[src/rtl/boid_frame_scheduler.sv]
// Per-frame framebuffer update sequencer: on each screenEnd rising edge it erases every
// boid's previously drawn pixel, then reads each boid's new position and draws it.
module boid_frame_scheduler #(
  parameter int NUM_BOIDS           = 16,
  parameter int VIDEO_WIDTH         = 640,
  parameter int VIDEO_HEIGHT        = 480,
  parameter int PIXEL_ADDRESS_WIDTH = 20
) (
  input  logic                             clk,
  input  logic                             reset,
  input  logic                             screenEnd,
  input  logic                             enable,
  output logic [$clog2(NUM_BOIDS)-1:0]     pos_index,
  input  logic [9:0]                       pos_x,
  input  logic [8:0]                       pos_y,
  output logic                             fb_wr_en,
  output logic [PIXEL_ADDRESS_WIDTH-1:0]   fb_wr_addr,
  output logic                             fb_wr_data,
  output logic                             busy,
  output logic                             frame_done,
  output logic [7:0]                       overrun_count
);

  localparam int IDX_W = $clog2(NUM_BOIDS);
  localparam int AW    = PIXEL_ADDRESS_WIDTH;

  typedef enum logic [2:0] {IDLE, ERASE, DRAW_RD, DRAW_WR, DONE} state_t;

  state_t             state_reg, state_next;
  logic [IDX_W-1:0]   idx_reg, idx_next;
  logic               screen_end_d_reg;
  logic [IDX_W-1:0]   pos_index_reg, pos_index_next;
  logic               fb_wr_en_reg, fb_wr_en_next;
  logic [AW-1:0]      fb_wr_addr_reg, fb_wr_addr_next;
  logic               fb_wr_data_reg, fb_wr_data_next;
  logic               busy_reg, busy_next;
  logic               frame_done_reg, frame_done_next;
  logic [7:0]         overrun_reg, overrun_next;

  logic               prev_valid_reg [NUM_BOIDS];
  logic [AW-1:0]      prev_addr_reg  [NUM_BOIDS];
  logic               prev_we;
  logic               prev_we_valid;

  logic               start;
  logic               last;
  logic               in_range;
  logic [AW-1:0]      draw_addr;

  assign start     = screenEnd & ~screen_end_d_reg;
  assign last      = (idx_reg == IDX_W'(NUM_BOIDS - 1));
  assign in_range  = (int'(pos_x) < VIDEO_WIDTH) && (int'(pos_y) < VIDEO_HEIGHT);
  assign draw_addr = AW'(pos_x) + AW'(pos_y) * AW'(VIDEO_WIDTH);

  always_ff @(posedge clk or negedge reset) begin
    if (!reset) begin
      state_reg        <= IDLE;
      idx_reg          <= '0;
      screen_end_d_reg <= 1'b0;
      pos_index_reg    <= '0;
      fb_wr_en_reg     <= 1'b0;
      fb_wr_addr_reg   <= '0;
      fb_wr_data_reg   <= 1'b0;
      busy_reg         <= 1'b0;
      frame_done_reg   <= 1'b0;
      overrun_reg      <= '0;
    end else begin
      state_reg        <= state_next;
      idx_reg          <= idx_next;
      screen_end_d_reg <= screenEnd;
      pos_index_reg    <= pos_index_next;
      fb_wr_en_reg     <= fb_wr_en_next;
      fb_wr_addr_reg   <= fb_wr_addr_next;
      fb_wr_data_reg   <= fb_wr_data_next;
      busy_reg         <= busy_next;
      frame_done_reg   <= frame_done_next;
      overrun_reg      <= overrun_next;
    end
  end

  // Per-boid record of the last pixel drawn, so the next frame knows what to erase.
  generate
    for (genvar gi = 0; gi < NUM_BOIDS; gi++) begin : g_prev
      always_ff @(posedge clk or negedge reset) begin
        if (!reset) begin
          prev_valid_reg[gi] <= 1'b0;
          prev_addr_reg[gi]  <= '0;
        end else if (prev_we && (idx_reg == IDX_W'(gi))) begin
          prev_valid_reg[gi] <= prev_we_valid;
          if (prev_we_valid) begin
            prev_addr_reg[gi] <= draw_addr;
          end
        end
      end
    end
  endgenerate

  always_comb begin
    state_next      = state_reg;
    idx_next        = idx_reg;
    pos_index_next  = pos_index_reg;
    fb_wr_en_next   = 1'b0;
    fb_wr_addr_next = '0;
    fb_wr_data_next = 1'b0;
    busy_next       = busy_reg;
    frame_done_next = 1'b0;
    overrun_next    = overrun_reg;
    prev_we         = 1'b0;
    prev_we_valid   = 1'b0;

    if (start && (state_reg != IDLE) && (overrun_reg != 8'hFF)) begin
      overrun_next = overrun_reg + 8'd1;
    end

    case (state_reg)
      IDLE: begin
        if (start && enable) begin
          state_next = ERASE;
          idx_next   = '0;
          busy_next  = 1'b1;
        end
      end
      ERASE: begin
        fb_wr_en_next   = prev_valid_reg[idx_reg];
        fb_wr_addr_next = prev_addr_reg[idx_reg];
        if (last) begin
          state_next     = DRAW_RD;
          idx_next       = '0;
          pos_index_next = '0;
        end else begin
          idx_next = idx_reg + 1'b1;
        end
      end
      // pos_index already holds idx here, so the position memory returns data in DRAW_WR.
      DRAW_RD: begin
        state_next = DRAW_WR;
      end
      DRAW_WR: begin
        prev_we = 1'b1;
        if (in_range) begin
          prev_we_valid   = 1'b1;
          fb_wr_en_next   = 1'b1;
          fb_wr_data_next = 1'b1;
          fb_wr_addr_next = draw_addr;
        end
        if (last) begin
          state_next      = DONE;
          idx_next        = '0;
          pos_index_next  = '0;
          frame_done_next = 1'b1;
        end else begin
          state_next     = DRAW_RD;
          idx_next       = idx_reg + 1'b1;
          pos_index_next = idx_reg + 1'b1;
        end
      end
      DONE: begin
        busy_next  = 1'b0;
        state_next = IDLE;
      end
      default: begin
        state_next = IDLE;
      end
    endcase
  end

  assign pos_index     = pos_index_reg;
  assign fb_wr_en      = fb_wr_en_reg;
  assign fb_wr_addr    = fb_wr_addr_reg;
  assign fb_wr_data    = fb_wr_data_reg;
  assign busy          = busy_reg;
  assign frame_done    = frame_done_reg;
  assign overrun_count = overrun_reg;

endmodule

[config.mk]
export PLATFORM = sky130hd
export DESIGN_NAME = boid_frame_scheduler
export DESIGN_NICKNAME = d
export VERILOG_FILES = /design/src/rtl/boid_frame_scheduler.sv
export SDC_FILE = /design/constraint.sdc
export NUM_CORES = 1
export LEC_CHECK = 0
export BUFFER_PORTS_ARGS = -buffer_cell sky130_fd_sc_hd__buf_2
export CORE_ASPECT_RATIO = 0.6
export CORE_MARGIN = 1
export CORE_UTILIZATION = 50
export DETAILED_ROUTE_END_ITERATION = 10
export PLACE_DENSITY = 0.62
export SYNTH_ARGS = -nofsm -noshare
export SYNTH_HDL_FRONTEND = slang
export SYNTH_SLANG_ARGS = --single-unit
[constraint.sdc]
create_clock -name clk -period 3.45 [get_ports clk]
set_input_delay 0.1725 -clock clk [delete_from_list [all_inputs] [get_ports clk]]
set_output_delay 0.1725 -clock clk [all_outputs]
set_load 0.05 [all_outputs]
# == Word-level counts from Yosys, hierarchy flattened ==
# Index checks and enable logic that the tools add are counted.
# Widths: inputs -> output; s select.
# word_totals
reg_bits,380
input_bits,23
out_inout_bits,36
elab_cells,146
# classes
addsub,3
multipliers,1
order_cmp,3
eq_ne,22
muxes,25
bitwise_logic,3
reduce_logical,47
# op_table
cell,count
$bmux 20 s4,1
$mux 20,3
$pmux 20 s2,1
$reduce_and 2->1,20
$eq 4x4->1 const B,8
$add 10x19->20,1
$logic_and 1x1->1,20
$eq 4x3->1 const B,4
$pmux 4 s2,2
$mul 9x3->12 const B,1
$mux 4,3
$pmux 3 s4,1
$lt 10x10->1 const B,1
$lt 9x9->1 const B,1
$mux 3,3
$add 8x1->8 const B,1
$eq 4x2->1 const B,2
$mux 1,8
$ne 8x8->1 const B,1
$eq 3x2->1 const B,2
$reduce_bool 2->1,3
$ge 5x5->1 const B,1
$not 4->5,1
$add 4x1->4 const B,1
other kinds (12),14

# == Depth between registers and ports, before layout ==
# logic_depth
depth_word,5
depth_mapped,12
depth_no_buf,10

# == Least setup slack after synthesis ==
# Ideal clock, no wire load.
# synth_timing
kind,input -> register
from,in pos_y[1]
to,reg prev_addr_reg[57] (netlist name)
setup_ns,0.132
t_arrival_ns,2.532
t_required_ns,3.318
path_slack_ns,0.786
stages,11
path_buffers,1
path_cell_list,ha_1 -> ha_1 -> fa_1 -> a211oi_1 -> o21bai_1 -> a21oi_1 -> xnor2_1 -> nor3_1 -> xnor2_1 -> buf_2 -> o21ai_0
# synth_via
elab_chain_cells,5
word_cells_on_any_way,7
classes_between,1 x add/sub; 1 x mul; 1 x order compare; 2 x mux; 2 x reduce/logical
# synth_rtl
item,line_no,text
"start, declared",15,"input logic [8:0] pos_y,"
"parallel branches: the longest is 5 deep, another holds $add 10x19->20",n/a,
"end signal, assigned by index",91,prev_addr_reg[gi] <= draw_addr;
"end, declared",41,logic [AW-1:0] prev_addr_reg [NUM_BOIDS];
# Several ways; the timed one is not identified.
# A chain may end at the register's enable or synchronous reset.

# == Worst setup path after layout ==
# layout_timing
from,reg state_reg[2]
to,reg prev_addr_reg[268] (netlist name)
# layout_via
elab_chain_cells,4
word_cells_on_any_way,5
classes_between,1 x eq/ne; 2 x mux; 2 x reduce/logical
# layout_rtl
item,line_no,text
"start, declared",29,"state_t state_reg, state_next;"
"start signal, assigned",68,state_reg <= state_next;
$eq 3x2->1 (*),115,case (state_reg)
$mux 1,115,
$logic_and 1x1->1,88,end else if (prev_we && (idx_reg == IDX_W'(gi))) begin
$reduce_and 2->1 (no line) (*),n/a,
# Mark *: on every way between the ends. The rest lies on a longest branch, timed or not.

==> impl_results.md <==
- Status: completed
- Total die area: roughly 35,000 sq um
- DR vias: 11,884
- Setup violations, final: 0
- Compound-Gate Fraction of Synth Area: a little over 7%
- Synth area leaders: dfrtp_1 (56%), mux4_2 (14%), nand2_1 (11%)
- Clk sinks: 380
- Yosys warning count: 0
- Post-Synth Adder-Cell Area: under 10%
- Initial antenna violation count: 0
- Area of the multi-input gates: 7100 sq um
- Leakage: 0.00926 uW
- Clock period minus worst slack: about 2900 ps
- Placer Congestion: between 0.8 and 0.9
- Register area: ~9500 sq um
- Max-slew violations: 0
- PortBufs: just under 60
- Worst path cell trace: and2b_1, and2_1, nand2_1, or3_1, buf_4, mux2_4
- Final #Nets: around 1,600
- Layout cell share with drive strength beyond 1: 21.0%
- Req. time, crit path: roughly 3900 ps
- CTS tree: done
- DPL Wire Length: between 20,000 and 30,000 um
- Top Ports: 59
- Top cell family by delay on the critical path: simple AND/OR/NAND/NOR gates
- Multiplexer area fraction after synthesis: 16.4%
- Largest family of logic cells by synthesized area: multiplexers
- Worst setup SP type: register
- Hold Fails Final Rpt: 0
- Worst Path Max Fanout: 22
- Die height: approximately 150 um
- Synth Cell Area: between 15,000 and 20,000 sq um
- Fmax achieved: around 340 MHz
- Setup TNS: 0 ps
- Worst vdd ir: roughly 0.56 mV
- Starting Density: roughly half
- H-Tree Depth: 2
- Num rows: 52
- Critical Path Sink Type: register
- Mapped Nets: between 1,500 and 2,000
- CTS clk-pin slew, worst paths: 70 ps
- First DRT Iteration DRCs: ~1,100
- Register area share after synthesis: 55.5%
- Syn Inst Count: between 1,500 and 2,000
- Setup Skew: just under 20 ps
- Vias per inst: around 5.7
- P&R area growth vs syn: 14.6%
- Flops & latches, synth: 380
- Synth Area in Simple Gates: around 15%
- Crit Path Class: register to register
- Worst-case clock buffer depth: 3
- Die X: about 240 um
- Max-cap violations: 0
- Final period utilization: a little under nine tenths
- First-pass GRT wire length: a little over 70,000 um
- WHS: 24.0 ps
- Slowest cell on crit path: or3_1
- Largest net degree at the start of global routing: between 80 and 90
- Core Region: roughly 34,000 sq um
- Area leader, netlist: dfrtp_1
- Critical path arrival: 3370 ps
- Power per Cell Area: approximately 630 nW/um^2
- Layout fillers: approximately 2,800
- EDFF count, synth: 0
- Total CTS buffers: 38
- Top-area cell type share of the netlist area: a little under three fifths
- Vias in the first global route: approximately 12,000
- Most common cell after layout, fill and taps aside: nand2_1
- Distinct cells, synth: between 40 and 50
- Max FFs per register: 320
- Worst-Margin Slew: 1180 ps
- Max-slew headroom: 20.8%
- Post-CTS setup buffer count: 0
- Clock Tree Root: clkbuf_16
- Routed WL: between 40,000 and 50,000 um
- Drt pass-1 iters: 5
- Unrepaired setup endpoints after global routing: false
- Syn_area_per_cell: roughly 11 sq um
- GR Overflow Total: 0
- Post-synthesis xor/xnor area fraction: roughly 1.3%
- Post-route ant nets: 0
- Most frequent cells in the layout: nand2_1 (524), dfrtp_1 (377), o21ai_0 (173)
- CP max stage delay: between 600 and 700 ps
- Buf/Inv on CP: 1
- Ys flop type: dfrtp_1
- Post-CTS Resized: 0
- Hold WC Path Type: input pin to register
- FFs w/ async S/R, synth: 100%
- Total GRT Usage: a little over a quarter
- Routed wire per std cell: between 20 and 25 um
- Final core utilization: ~58%
- Residual DRC count: 0
- Worst skew pair latency: about 540 ps
[worst min-delay path, delay by kind of cell]
kind	cells	cell delay, ps
buffers and inverters	1	210
and+or+nand+nor	2	130
[stage by stage]
step	total power (uW)	setup slack (ps)	area (sq um)	std cells
2_1_floorplan	6940	786	17100	1549
3_3_place_gp	7580	113	18100	2013
3_5_place_dp	7650	65.3	18100	2013
4_1_cts	12400	564	19600	2089
5_1_grt	12800	253	19600	2089
6_report	12300	511	19600	2090
[cells in the mapped netlist, drive strengths merged, types with 15 or more instances]
cell and number:
nand2 524, dfrtp 380, o21ai 173, mux4 105
clkbuf 81, nor2 47, mux2 37, buf 36
a21oi 26, ha 22, xnor2 19, and2 15
[final cells by class]
cell class / count / area share, %
diodes: 1 / 0.0128
clock buffers: 50 / 5.65
clock inverters: 19 / 1.58
inverters: 4 / 0.0765
multi-input cells: 1048 / 36.2
flip-flops and latches: 380 / 48.5
well taps: 459 / 2.93
repair buffers: 129 / 5.04
[routing by layer]
metal | vias to the layer above | share of wire [%] | global-route usage, %
li1 | 5367 | - | -
met5 | - | 0 | 0
met1 | 5995 | 48 | 43.9
met3 | 67 | 8.3 | 5.69
met4 | 0 | 1.7 | 5.44
met2 | 455 | 42 | 37.2
[cell families after synthesis]
family	Yosys count
multiplexers	142
AO/OA/AOI/OAI	224
AND/OR/NAND/NOR	632
adder cells (fa/ha/maj)	24
XOR/XNOR	26
buffers and inverters	121
flip-flops	380
[power breakdown]
part	total (uW)	leakage (uW)	switching, uW	internal (uW)
combinational	2210	0.00371	1250	965
clock	4700	0.000707	1830	2870
sequential	5370	0.00485	340	5030
total	12300	0.00926	3410	8860
[final timing paths]
kind                                           startpoint                              to  slack [ps]  depth (start not counted)
setup / recovery                 state_reg[2]$_DFFE_PN0P_  prev_addr_reg[268]$_DFFE_PN0P_         510                          6
hold / removal                                   pos_x[5]  prev_addr_reg[145]$_DFFE_PN0P_          20                          3
setup reg to reg                 state_reg[2]$_DFFE_PN0P_  prev_addr_reg[268]$_DFFE_PN0P_         510                          6
hold reg to reg            prev_addr_reg[248]$_DFFE_PN0P_  prev_addr_reg[248]$_DFFE_PN0P_         470                          2
max in group asynchronous                           reset   prev_addr_reg[32]$_DFFE_PN0P_        2330                          3
min in group asynchronous                           reset  prev_addr_reg[306]$_DFFE_PN0P_         190                          2
[timing repair]
action	CTS	global route
endpoints found under the hold margin	104	0
hold buffers	7	0
setup endpoints to repair	0	0
No activity file was read; power rests on OpenSTA's default activity.
